==> src/rtl/alu_pkg.sv <==
// Shared ALU definitions: opcodes, data width, and the state enumeration
// of the iterative multiplier that drives the ALU as an initiator.
package alu_pkg;

  localparam int DATA_WIDTH = 32;

  localparam logic [2:0] ALU_AND = 3'b000;
  localparam logic [2:0] ALU_OR  = 3'b001;
  localparam logic [2:0] ALU_ADD = 3'b010;
  localparam logic [2:0] ALU_SUB = 3'b110;
  localparam logic [2:0] ALU_SLT = 3'b111;

  // Multiplier sequencing states. The ABS/NEG/FIX states are only reached
  // when the signed extension is compiled in.
  typedef enum logic [2:0] {
    ST_IDLE   = 3'd0,
    ST_ABS_A  = 3'd1,
    ST_ABS_B  = 3'd2,
    ST_MUL    = 3'd3,
    ST_NEG_LO = 3'd4,
    ST_NEG_HI = 3'd5,
    ST_FIX_HI = 3'd6,
    ST_DONE   = 3'd7
  } mul_state_e;

endpackage

==> src/rtl/alu_mul_iter.sv <==
// Iterative 32x32 -> 64 shift-add multiplier that borrows an external
// combinational ALU for every addition/subtraction it needs.
//
// Handshakes: a transfer happens on a rising clk edge where valid && ready
// are both high; valid never depends combinationally on ready. Only one
// request is in flight: in_ready is high only in IDLE, and the product is
// held in DONE until it is taken.
//
// Optional feature macro: MUL_SIGNED_EN adds the in_signed port and the
// ABS_A/ABS_B/NEG_LO/NEG_HI/FIX_HI states for two's complement operands.
// Without it the block is unsigned only.
module alu_mul_iter
  import alu_pkg::*;
#(
  parameter int ITER = 32
) (
  input  logic                    clk,
  input  logic                    rst_n,
  input  logic                    in_valid,
  output logic                    in_ready,
  input  logic [DATA_WIDTH-1:0]   in_a,
  input  logic [DATA_WIDTH-1:0]   in_b,
`ifdef MUL_SIGNED_EN
  input  logic                    in_signed,
`endif
  output logic                    out_valid,
  input  logic                    out_ready,
  output logic [2*DATA_WIDTH-1:0] out_product,
  output logic [DATA_WIDTH-1:0]   alu_A,
  output logic [DATA_WIDTH-1:0]   alu_B,
  output logic [2:0]              alu_ALUop,
  input  logic [DATA_WIDTH-1:0]   alu_Result,
  input  logic                    alu_CarryOut,
  output mul_state_e              dbg_state
);

  // The MUL state spends ITER cycles iterating, then one cycle with the
  // counter at ITER before leaving; this gives the 33-cycle latency.
  localparam logic [5:0] ITER_LAST = 6'(ITER);

  mul_state_e            state, state_nxt;
  logic [DATA_WIDTH-1:0] mcand;
  logic [DATA_WIDTH-1:0] p_hi;
  logic [DATA_WIDTH-1:0] p_lo;
  logic [5:0]            cnt;
`ifdef MUL_SIGNED_EN
  logic                  signed_op;
  logic                  neg;
  logic                  borrow;
`endif

  assign dbg_state   = state;
  assign out_product = (state == ST_DONE) ? {p_hi, p_lo} : '0;

  // State register; reset aborts any operation in flight.
  always_ff @(posedge clk or negedge rst_n) begin
    if (!rst_n) state <= ST_IDLE;
    else        state <= state_nxt;
  end

  // Next state plus all combinational outputs, including the ALU request.
  always_comb begin
    state_nxt = state;
    in_ready  = 1'b0;
    out_valid = 1'b0;
    alu_A     = '0;
    alu_B     = '0;
    alu_ALUop = ALU_AND;
    case (state)
      ST_IDLE: begin
        in_ready = 1'b1;
        if (in_valid) begin
`ifdef MUL_SIGNED_EN
          state_nxt = in_signed ? ST_ABS_A : ST_MUL;
`else
          state_nxt = ST_MUL;
`endif
        end
      end
      ST_MUL: begin
        if (cnt < ITER_LAST) begin
          alu_A     = p_hi;
          alu_B     = p_lo[0] ? mcand : '0;
          alu_ALUop = ALU_ADD;
        end else begin
`ifdef MUL_SIGNED_EN
          state_nxt = signed_op ? ST_NEG_LO : ST_DONE;
`else
          state_nxt = ST_DONE;
`endif
        end
      end
`ifdef MUL_SIGNED_EN
      ST_ABS_A: begin
        if (mcand[DATA_WIDTH-1]) begin
          alu_B     = mcand;
          alu_ALUop = ALU_SUB;
        end
        state_nxt = ST_ABS_B;
      end
      ST_ABS_B: begin
        if (p_lo[DATA_WIDTH-1]) begin
          alu_B     = p_lo;
          alu_ALUop = ALU_SUB;
        end
        state_nxt = ST_MUL;
      end
      ST_NEG_LO: begin
        if (neg) begin
          alu_B     = p_lo;
          alu_ALUop = ALU_SUB;
        end
        state_nxt = ST_NEG_HI;
      end
      ST_NEG_HI: begin
        if (neg) begin
          alu_B     = p_hi;
          alu_ALUop = ALU_SUB;
        end
        state_nxt = ST_FIX_HI;
      end
      ST_FIX_HI: begin
        // Propagate the borrow out of the low word into the negated high word.
        if (neg && borrow) begin
          alu_A     = p_hi;
          alu_B     = {{(DATA_WIDTH-1){1'b0}}, 1'b1};
          alu_ALUop = ALU_SUB;
        end
        state_nxt = ST_DONE;
      end
`endif
      ST_DONE: begin
        out_valid = 1'b1;
        if (out_ready) state_nxt = ST_IDLE;
      end
      default: state_nxt = ST_IDLE;
    endcase
  end

  // Operand/product shift register; it captures the ALU result each step.
  always_ff @(posedge clk or negedge rst_n) begin
    if (!rst_n) begin
      mcand     <= '0;
      p_hi      <= '0;
      p_lo      <= '0;
      cnt       <= '0;
`ifdef MUL_SIGNED_EN
      signed_op <= 1'b0;
      neg       <= 1'b0;
      borrow    <= 1'b0;
`endif
    end else begin
      case (state)
        ST_IDLE: begin
          if (in_valid) begin
            mcand     <= in_a;
            p_lo      <= in_b;
            p_hi      <= '0;
            cnt       <= '0;
`ifdef MUL_SIGNED_EN
            signed_op <= in_signed;
            neg       <= in_signed & (in_a[DATA_WIDTH-1] ^ in_b[DATA_WIDTH-1]);
            borrow    <= 1'b0;
`endif
          end
        end
        ST_MUL: begin
          if (cnt < ITER_LAST) begin
            // The 33-bit sum enters the top while the multiplier shifts out.
            {p_hi, p_lo} <= {alu_CarryOut, alu_Result, p_lo[DATA_WIDTH-1:1]};
            cnt          <= cnt + 6'd1;
          end
        end
`ifdef MUL_SIGNED_EN
        ST_ABS_A:  if (mcand[DATA_WIDTH-1]) mcand <= alu_Result;
        ST_ABS_B:  if (p_lo[DATA_WIDTH-1])  p_lo  <= alu_Result;
        ST_NEG_LO: begin
          if (neg) begin
            p_lo   <= alu_Result;
            borrow <= alu_CarryOut;
          end
        end
        ST_NEG_HI: if (neg)           p_hi <= alu_Result;
        ST_FIX_HI: if (neg && borrow) p_hi <= alu_Result;
`endif
        default: ;
      endcase
    end
  end

endmodule
==> config.mk <==
export PLATFORM = sky130hd
export DESIGN_NAME = alu_mul_iter
export DESIGN_NICKNAME = d
export VERILOG_FILES = /design/src/rtl/alu_pkg.sv /design/src/rtl/alu_mul_iter.sv
export SDC_FILE = /design/constraint.sdc
export NUM_CORES = 1
export LEC_CHECK = 0
export ABC_AREA = 1
export CORE_MARGIN = 4
export CORE_UTILIZATION = 40
export DETAILED_ROUTE_END_ITERATION = 6
export DONT_BUFFER_PORTS = 1
export RECOVER_POWER = 100
export SLEW_MARGIN = 30
export SYNTH_ARGS = -nofsm -noshare
export SYNTH_HDL_FRONTEND = slang
export SYNTH_SLANG_ARGS = --single-unit
==> constraint.sdc <==
create_clock -name clk -period 1.6 [get_ports clk]
set_clock_uncertainty 0.2 [all_clocks]
set_input_delay 0.32 -clock clk [delete_from_list [all_inputs] [get_ports clk]]
set_output_delay 0.32 -clock clk [all_outputs]
set_load 0.03 [all_outputs]
### After elaboration in Yosys (flattened, before gate mapping)

Index checks and enable logic that the tools add are counted.

| cells by class | value |
|---|---|
| $add $sub $neg | 1 |
| $mul | 0 |
| divide/modulo/power cells | 0 |
| $lt $le $gt $ge | 1 |
| eq/ne operators | 6 |
| shifts and indexed selects | 0 |
| multiplexer cells | 23 |
| bitwise gates (word level) | 0 |
| reductions and logical operators | 5 |

Operators with widths:

| operator | count |
|---|---|
| 32-bit 2-to-1 mux | 9 |
| 32-bit case mux with 2 select lines | 2 |
| 64-bit 2-to-1 mux | 1 |
| 6-bit 2-to-1 mux | 2 |
| 6-bit case mux with 2 select lines | 1 |
| 3-bit 2-to-1 mux | 3 |
| 3-bit case mux with 3 select lines | 1 |
| 2-bit != test (second input constant) | 4 |
| 6-bit by 1-bit adder with 6-bit output (second input constant) | 1 |
| 6-bit < comparator (second input constant) | 1 |
| 3-bit AND reduction | 2 |
| 2-bit 2-to-1 mux | 2 |
| 3-bit by 2-bit == test with 1-bit output (second input constant) | 1 |
| 3-bit == test (second input constant) | 1 |
| 3-bit zero test | 1 |
| 1-bit 2-to-1 mux | 2 |
| 2-bit AND reduction | 1 |
| 2-bit nonzero test | 1 |

| word-level totals | value |
|---|---|
| register bits after elaboration | 105 |
| latch bits | 0 |
| RAM bits | 0 |
| memory bits (read-only) | 0 |
| input port bits | 101 |
| memories kept | 0 |

### Logic depth before layout (Yosys ltp)

Gate-level depths: netlist of run 1.

| depth | value |
|---|---|
| word-level depth | 3 |
| gate-level depth with buffers | 8 |

### Worst setup path before layout of run 1

OpenSTA, ideal clock, no wires.

| timing path | value |
|---|---|
| kind | register -> output |
| start | register state[1], in the netlist dbg_state[1] |
| end | output port alu_B[10] |
| arrival time | 1.609 ns |
| required time | 1.080 ns |
| setup slack | -0.529 ns |
| stages on the path, launching flop included | 6 |
| path through | dfrtp_1 nand2_2 nor2_4 nand2_1 buf_2 nor2_1 |

| between the ends | value |
|---|---|
| longest elaborated chain between the ends | 2 |

Ends and longest elaborated chain:

| element | line | source |
|---|---|---|
| start: declaration | alu_mul_iter.sv:41 | `mul_state_e state, state_nxt;` |
| start signal: assignment | alu_mul_iter.sv:58 | `else state <= state_nxt;` |
| 3-bit by 2-bit == test with 1-bit output | alu_mul_iter.sv:69 | `case (state)` |
| 32-bit 2-to-1 mux | alu_mul_iter.sv:69 |  |
| end: declaration | alu_mul_iter.sv:30 | `output logic [DATA_WIDTH-1:0] alu_B,` |

No other way between the ends.

### Worst setup path after layout of run 1

| timing path | value |
|---|---|
| start | register state[2], in the netlist dbg_state[2] |
| end | output port alu_B[18] |

The elaborated chain is that of the path after synthesis.

==> flow_summary.toml, run 1 <==
[detailed_routing]
drcViolationCount = 0
post_drt_wl_per_cell_um = 18.82
via_count = 5265
finalWirelength_mm = 19.47
drt_first_pass_iters = 5
antenna_left = 0
viasPerCell = 5.087
drtIter0Drc = 424

[critical_path]
crit_fanout = 7
cp-startpoint = "dbg_state[2]$_DFFE_PN0P_"
critPathCaptureType = "output pin"
cp.required_ps = 1080
r2r_cells = 11
reg2reg_slack_ps = -430
endpoint = "alu_B[18]"
cp.arrival_ps = 1630
r2r_start = "dbg_state[1]$_DFFE_PN0P_"
criticalPathCategory = "register to output pin"
r2r_end = "p_hi[24]$_DFFE_PN0P_"
critPathLaunchType = "register"

[global_routing]
overflow = 0
grt_usage_pct = 23.87
grt_max_degree = 105
grt_pass1_vias = 5160
antenna_found_initial = 0
grt_pass1_wl_mm = 27.46

[pwr]
internal-power_w = 0.01184
combinationalPowerShare_pct = 72.2
peakVddDrop_mv = 1.208
p_clk_share_pct = 9.1
swShare_pct = 49.41
p_per_area_mw_per_mm2 = 2522
finalPower_w = 0.02341
p_seq_share_pct = 18.7
switchingPower_w = 0.01156
p_leak_nw = 4.082

[clock_network]
clock-sinks = 104
numCtsBuffers = 9
clock_latency_ps = 350
cts_tree = "yes"
cts_max_path_buffers = 2
root_buffer = "clkbuf_16"
htree_num_levels = 3
clk_pin_slew_ps = 70
hold_buffers = 73

[yosys]
synth_cells = 675
ys_ff_latch = 104
ys_warn_count = 0
ys_seq_area_share_pct = 51.12
synthAdderAreaFrac_pct = 0.2458
synthXorXnorAreaFrac_pct = 0
synth_top_area_share_pct = 51.12
netlist-cell-type-count = 23
synth-simple-area-share_pct = 22.29
synthTopCellsByArea = "dfrtp_1, o21ai_0, nor2_1"
synth.area.mux_share_pct = 0
synth_top_family_by_area = "simple AND/OR/NAND/NOR gates"
syn_area_per_cell_sq_um = 7.542
synth_top_area_cell = "dfrtp_1"
synth_area_sq_mm = 0.005091
synth_compound_area_share_pct = 13.17

[sta]
fmax_mhz = 465.6
fin_crit_sh_pct = 134.2
finalMaxSlewViolations = 0
tns_ps = -92600
fin_ws_ps = -547.7
fin_crit_ps = 2148
setup-violations-final = 235
hold_viol_final = 104
whs_ps = -537.9
grt_setup_unrepaired = "yes"

[run_status]
violations = "negative hold slack, negative setup slack"
status = "complete, but fails checks"

[die]
rows = 40
start_util_pct = 41.69
io-pin-count = 237
die_w_um = 120.8
core_sq_mm = 0.01221
die_area_sq_mm = 0.01460
die_h_um = 120.8

[hold_path]
hp-class = "primary input to async pin"

[place]
io_buffers = 0
place_worst_setup_slack_ps = -138.8
dpl.hpwl_mm = 9.695
routabilityCongestion = 0.7990

[layout]
final_common_cell = "nor2_4"
diodes = 0
final_nets = 964
drive_gt1_share_pct = 38.41
final_cell_mix = "nor2_4, nand2_1, dfrtp_1"
area.growth.synth_to_final_pct = 82.31
post-route-util_pct = 76.00

[run]
max_cap_viol_count = 0
## power groups by stage
stage          logic, W  registers, W  clock network (W)
3_3_place_gp     0.0116       0.00433                  0
3_5_place_dp     0.0118       0.00436                  0
6_report         0.0169       0.00437            0.00212
2_1_floorplan    0.0104       0.00433                  0
4_1_cts          0.0150       0.00431            0.00218
5_1_grt          0.0179       0.00448            0.00229
## critical path, stage by stage (launching register included)
cell     delay, ps
dfrtp_2        420
inv_2           80
nand2_4         50
nor2_4         150
nand2_8        120
buf_4          200
nor2_4          80
buf_4          160
## synth_stat cells
cell and instances:
nand4_1 2, o21ai_1 19, ha_1 1, buf_2 22, o21ai_0 111, nand2_1 130, nand3_1 17, a21oi_1 4
nand2_4 2, nor2_2 1, nor2_1 131, inv_1 101, clkbuf_2 1, nor3_1 1, conb_1 1, dfrtp_1 104
clkbuf_1 7, nand2_2 1, or2_2 1, buf_4 8, buf_6 7, inv_2 2, nor2_4 1
## sequential cells by signal, summed over array words and instances, names as in the netlist
name and flops:
p_hi 32, mcand 32, p_lo 32, cnt 6
dbg_state 2
## worst min-delay path by stage
| stage | startpoint | to | slack [ps] | cells past startpoint |
|---|---|---|---|---|
| detailed placement | rst_n | p_hi[17]$_DFFE_PN0P_ | -170 | 0 |
| finish | rst_n | p_hi[17]$_DFFE_PN0P_ | -540 | 0 |
| global placement | rst_n | p_hi[17]$_DFFE_PN0P_ | -170 | 0 |
| global route | rst_n | p_hi[17]$_DFFE_PN0P_ | -560 | 0 |
| CTS | rst_n | p_hi[17]$_DFFE_PN0P_ | -550 | 0 |
| floorplan | rst_n | cnt[0]$_DFFE_PN0P_ | -180 | 0 |
## timing repair
| item | 4_1_cts | 5_1_grt |
|---|---|---|
| endpoints found under the setup margin | 231 | 234 |
| hold endpoints to repair | 176 | 104 |
| pin swaps | 14 | 9 |
| gates resized for setup | 93 | 91 |
| buffers inserted | 16 | 16 |
| cloned | 14 | 17 |
## cells by family (layout without fill, tap and decap cells)
group	after synthesis	in the layout
AOI/OAI and AO/OA	134	134
DFF	104	104
buffers and inverters	148	337
other	1	2
and+or+nand+nor	287	289
adders and majority gates	1	1
## per-stage QoR
step	instances	area, sq um
CTS	1007	8680
floorplan	676	6195
detailed placement	888	6858
global route	1035	9281
finish	1035	9281
global placement	888	6858
## per-layer routing
metal	GRT usage (%)	vias up	wire, um
li1	-	2455	-
met1	29.40	2546	7592
met2	40.10	227	10090
met3	6.268	37	1326
met4	9.207	0	467
met5	0	-	0
## area by class of cell
cell class / instances / area (sq um)
inverters: 103 / 402.9
repair buffers: 217 / 2774
multi-input cells: 426 / 2988
well taps: 168 / 210.2
fillers: 779 / 2930
repair inverters: 1 / 16.27
clock buffers: 13 / 270.3
clock inverters: 3 / 15.01
flip-flops and latches: 104 / 2605
Note: power is estimated with default switching activity, not from simulation.
==> inputs of run 2 (changes only) <==
- ABC_AREA: 1 -> unset
- CELL_PAD_IN_SITES_DETAIL_PLACEMENT: unset -> 1
- CELL_PAD_IN_SITES_GLOBAL_PLACEMENT: unset -> 2
- CORE_UTILIZATION: 40 -> 32
- PLACE_DENSITY_LB_ADDON: unset -> 0.1
==> run 2 against run 1 <==
Against the previous run: the flow still finishes with violations (negative hold slack, negative setup slack); routed wire length grew 21%; critical path depth decreased by 3; sequential power up 17%; sequential share of layout area increased by 0.083 points; clock-buffer cell count unchanged; flip-flop and latch count stayed put; clock power is 3% higher; critical endpoint is now alu_B[26]; largest power group unchanged.
==> flow_summary.toml, run 2 <==
[run_status]
status = "complete, but fails checks"
violations = "negative hold slack, negative setup slack"

[critical_path]
criticalPathCategory = "register to output pin"
cp.required_ps = 1080
critPathCaptureType = "output pin"
critPathLaunchType = "register"
crit_fanout = 8
cp.arrival_ps = 1730

[global_routing]
grt_pass1_vias = 5680
grt_usage_pct = 24.24
antenna_found_initial = 0
grt_pass1_wl_mm = 34.47
grt_max_degree = 105
overflow = 0

[yosys]
syn_area_per_cell_sq_um = 8.633
yosys_most_used_dff = "dfrtp_1"
netlist-cell-type-count = 36
synth_common_cells = "nand2_1, dfrtp_1, and3_1"
synth_top_area_cell = "dfrtp_1"
ys_seq_area_share_pct = 49.58
synth_area_sq_mm = 0.005249
synth_top_area_share_pct = 49.58
yosysMostFrequentCell = "nand2_1"
ys_warn_count = 0
synth_cells = 608
synthTopCellsByArea = "dfrtp_1, nand2_1, and3_1"
ys_ff_latch = 104
async_flop_share_pct = 100.0
synth_edf_count = 0

[layout]
reg_top3 = "mcand x32, p_hi x32, p_lo x32"
final_common_cell = "nand2_1"
final_cell_mix = "nand2_1, dfrtp_1, dlygate4sd3_1"
final_nets = 853
diodes = 0
drive_gt1_share_pct = 44.71
fin_area_sq_mm = 0.009254
area.growth.synth_to_final_pct = 76.31

[die]
die_w_um = 136.1
core_sq_mm = 0.01600
start_util_pct = 32.80
die_h_um = 136.1
io-pin-count = 237
die_area_sq_mm = 0.01852
rows = 46

[place]
placed_area_sq_mm = 0.006248
io_buffers = 0
dpl.hpwl_mm = 11.90
routabilityCongestion = 0.7943
place_worst_setup_slack_ps = -344.0

[hold_path]
hp-class = "primary input to async pin"

[clock_network]
root_buffer = "clkbuf_16"
hold_buffers = 98
clock_latency_ps = 350
clock-sinks = 104
clk_pin_slew_ps = 70
htree_num_levels = 3
cts_max_path_buffers = 2
cts_tree = "yes"
numCtsBuffers = 9

[detailed_routing]
drt_first_pass_iters = 4
drcViolationCount = 0
via_count = 5247
antenna_left = 0
viasPerCell = 5.398
finalWirelength_mm = 23.62
post_drt_wl_per_cell_um = 24.30
drtIter0Drc = 253

[sta]
whs_ps = -539.3
fin_crit_ps = 2246
hold_viol_final = 104
setup-violations-final = 237
tns_ps = -113670
finalMaxSlewViolations = 0
fin_crit_sh_pct = 140.4
fin_ws_ps = -646.4
grt_setup_unrepaired = "yes"
fmax_mhz = 445.1

[pwr]
p_leak_nw = 4.082
peakVddDrop_mv = 0.9279
p_seq_share_pct = 22.8
switchingPower_w = 0.01043
swShare_pct = 46.41
finalPower_w = 0.02248
p_clk_share_pct = 9.7
internal-power_w = 0.01205
p_per_area_mw_per_mm2 = 2430
combinationalPowerShare_pct = 67.5

[run]
max_cap_viol_count = 0
-- run 2: cell count changes in the layout (fill, tap and decap cells not counted), sizes merged, moves of 33 or more --
cell | previous run | this run
nor2 | 133 | 6
o21ai | 130 | 13
inv | 101 | 1
and3 | 0 | 96
buf | 127 | 86
nand2 | 135 | 174
and2 | 0 | 33
-- run 2: final cells by class --
| cell class | count | area, sq um |
|---|---|---|
| fill | 1695 | 6746 |
| multi-input combinational | 439 | 3283 |
| sequential | 104 | 2605 |
| tap | 216 | 270.3 |
| clock inverter | 3 | 15.01 |
| timing repair buffer | 195 | 2790 |
| clock buffer | 13 | 270.3 |
| inverter | 2 | 20.02 |
-- run 2: path summary, 6_finish.rpt --
path / to / from / slack, ps / cells past startpoint
max: alu_B[26] / cnt[5]$_DFFE_PN0P_ / -650 / 4
min: p_hi[5]$_DFFE_PN0P_ / rst_n / -540 / 0
max reg2reg: mcand[1]$_DFFE_PN0P_ / dbg_state[2]$_DFFE_PN0P_ / -490 / 11
min reg2reg: mcand[19]$_DFFE_PN0P_ / mcand[19]$_DFFE_PN0P_ / 280 / 2
max in group asynchronous: dbg_state[1]$_DFFE_PN0P_ / rst_n / 1530 / 0
min in group clk: dbg_state[1]$_DFFE_PN0P_ / in_valid / 20 / 2
-- run 2: kinds of logic after synthesis --
family | Yosys count | synth area share [%]
AO/OA/AOI/OAI | 73 | 9.511
adder cells (fa/ha/maj) | 1 | 0.2383
buffers and inverters | 66 | 6.674
other | 1 | 0.07145
flip-flops | 104 | 49.58
AND/OR/NAND/NOR | 361 | 33.54
multiplexers | 2 | 0.3814
-- run 2: worst max-delay path, cell delays in order (launching register included) --
cell,delay (ps)
dfrtp_1,400
or3b_4,450
clkinv_8,120
clkbuf_16,160
and3_4,250
-- run 2: layer usage --
metal,up-vias,GRT usage (%),wire (um)
li1,2371,-,-
met1,2662,30.46,9672
met2,180,41.52,12020
met3,34,4.848,1322
met4,0,8.399,607
met5,-,0,0
-- run 2: power groups by stage --
stage / clock, W / combinational (W) / sequential [W]
after floorplan: 0 / 0.00888 / 0.00475
after global placement: 0 / 0.0105 / 0.00501
after detailed placement: 0 / 0.0107 / 0.00503
after CTS: 0.00224 / 0.0138 / 0.00503
after global routing: 0.00232 / 0.0160 / 0.00527
final: 0.00219 / 0.0152 / 0.00512
-- run 2: repair_timing --
action / CTS / global route
resized for setup: 111 / 82
pin swaps: 35 / 45
endpoints found under the setup margin: 235 / 237
buffers inserted: 21 / 11
gates cloned: 28 / 8
endpoints found under the hold margin: 202 / 104
-- run 2: per-stage QoR --
step	util, %	hold WS (ps)	instances
2_1_floorplan	-	-175.6	609
3_5_place_dp	39.05	-172.4	797
6_report	57.84	-539.3	972
3_3_place_gp	39.05	-172.8	797
5_1_grt	57.84	-553.6	972
4_1_cts	55.34	-554.8	960
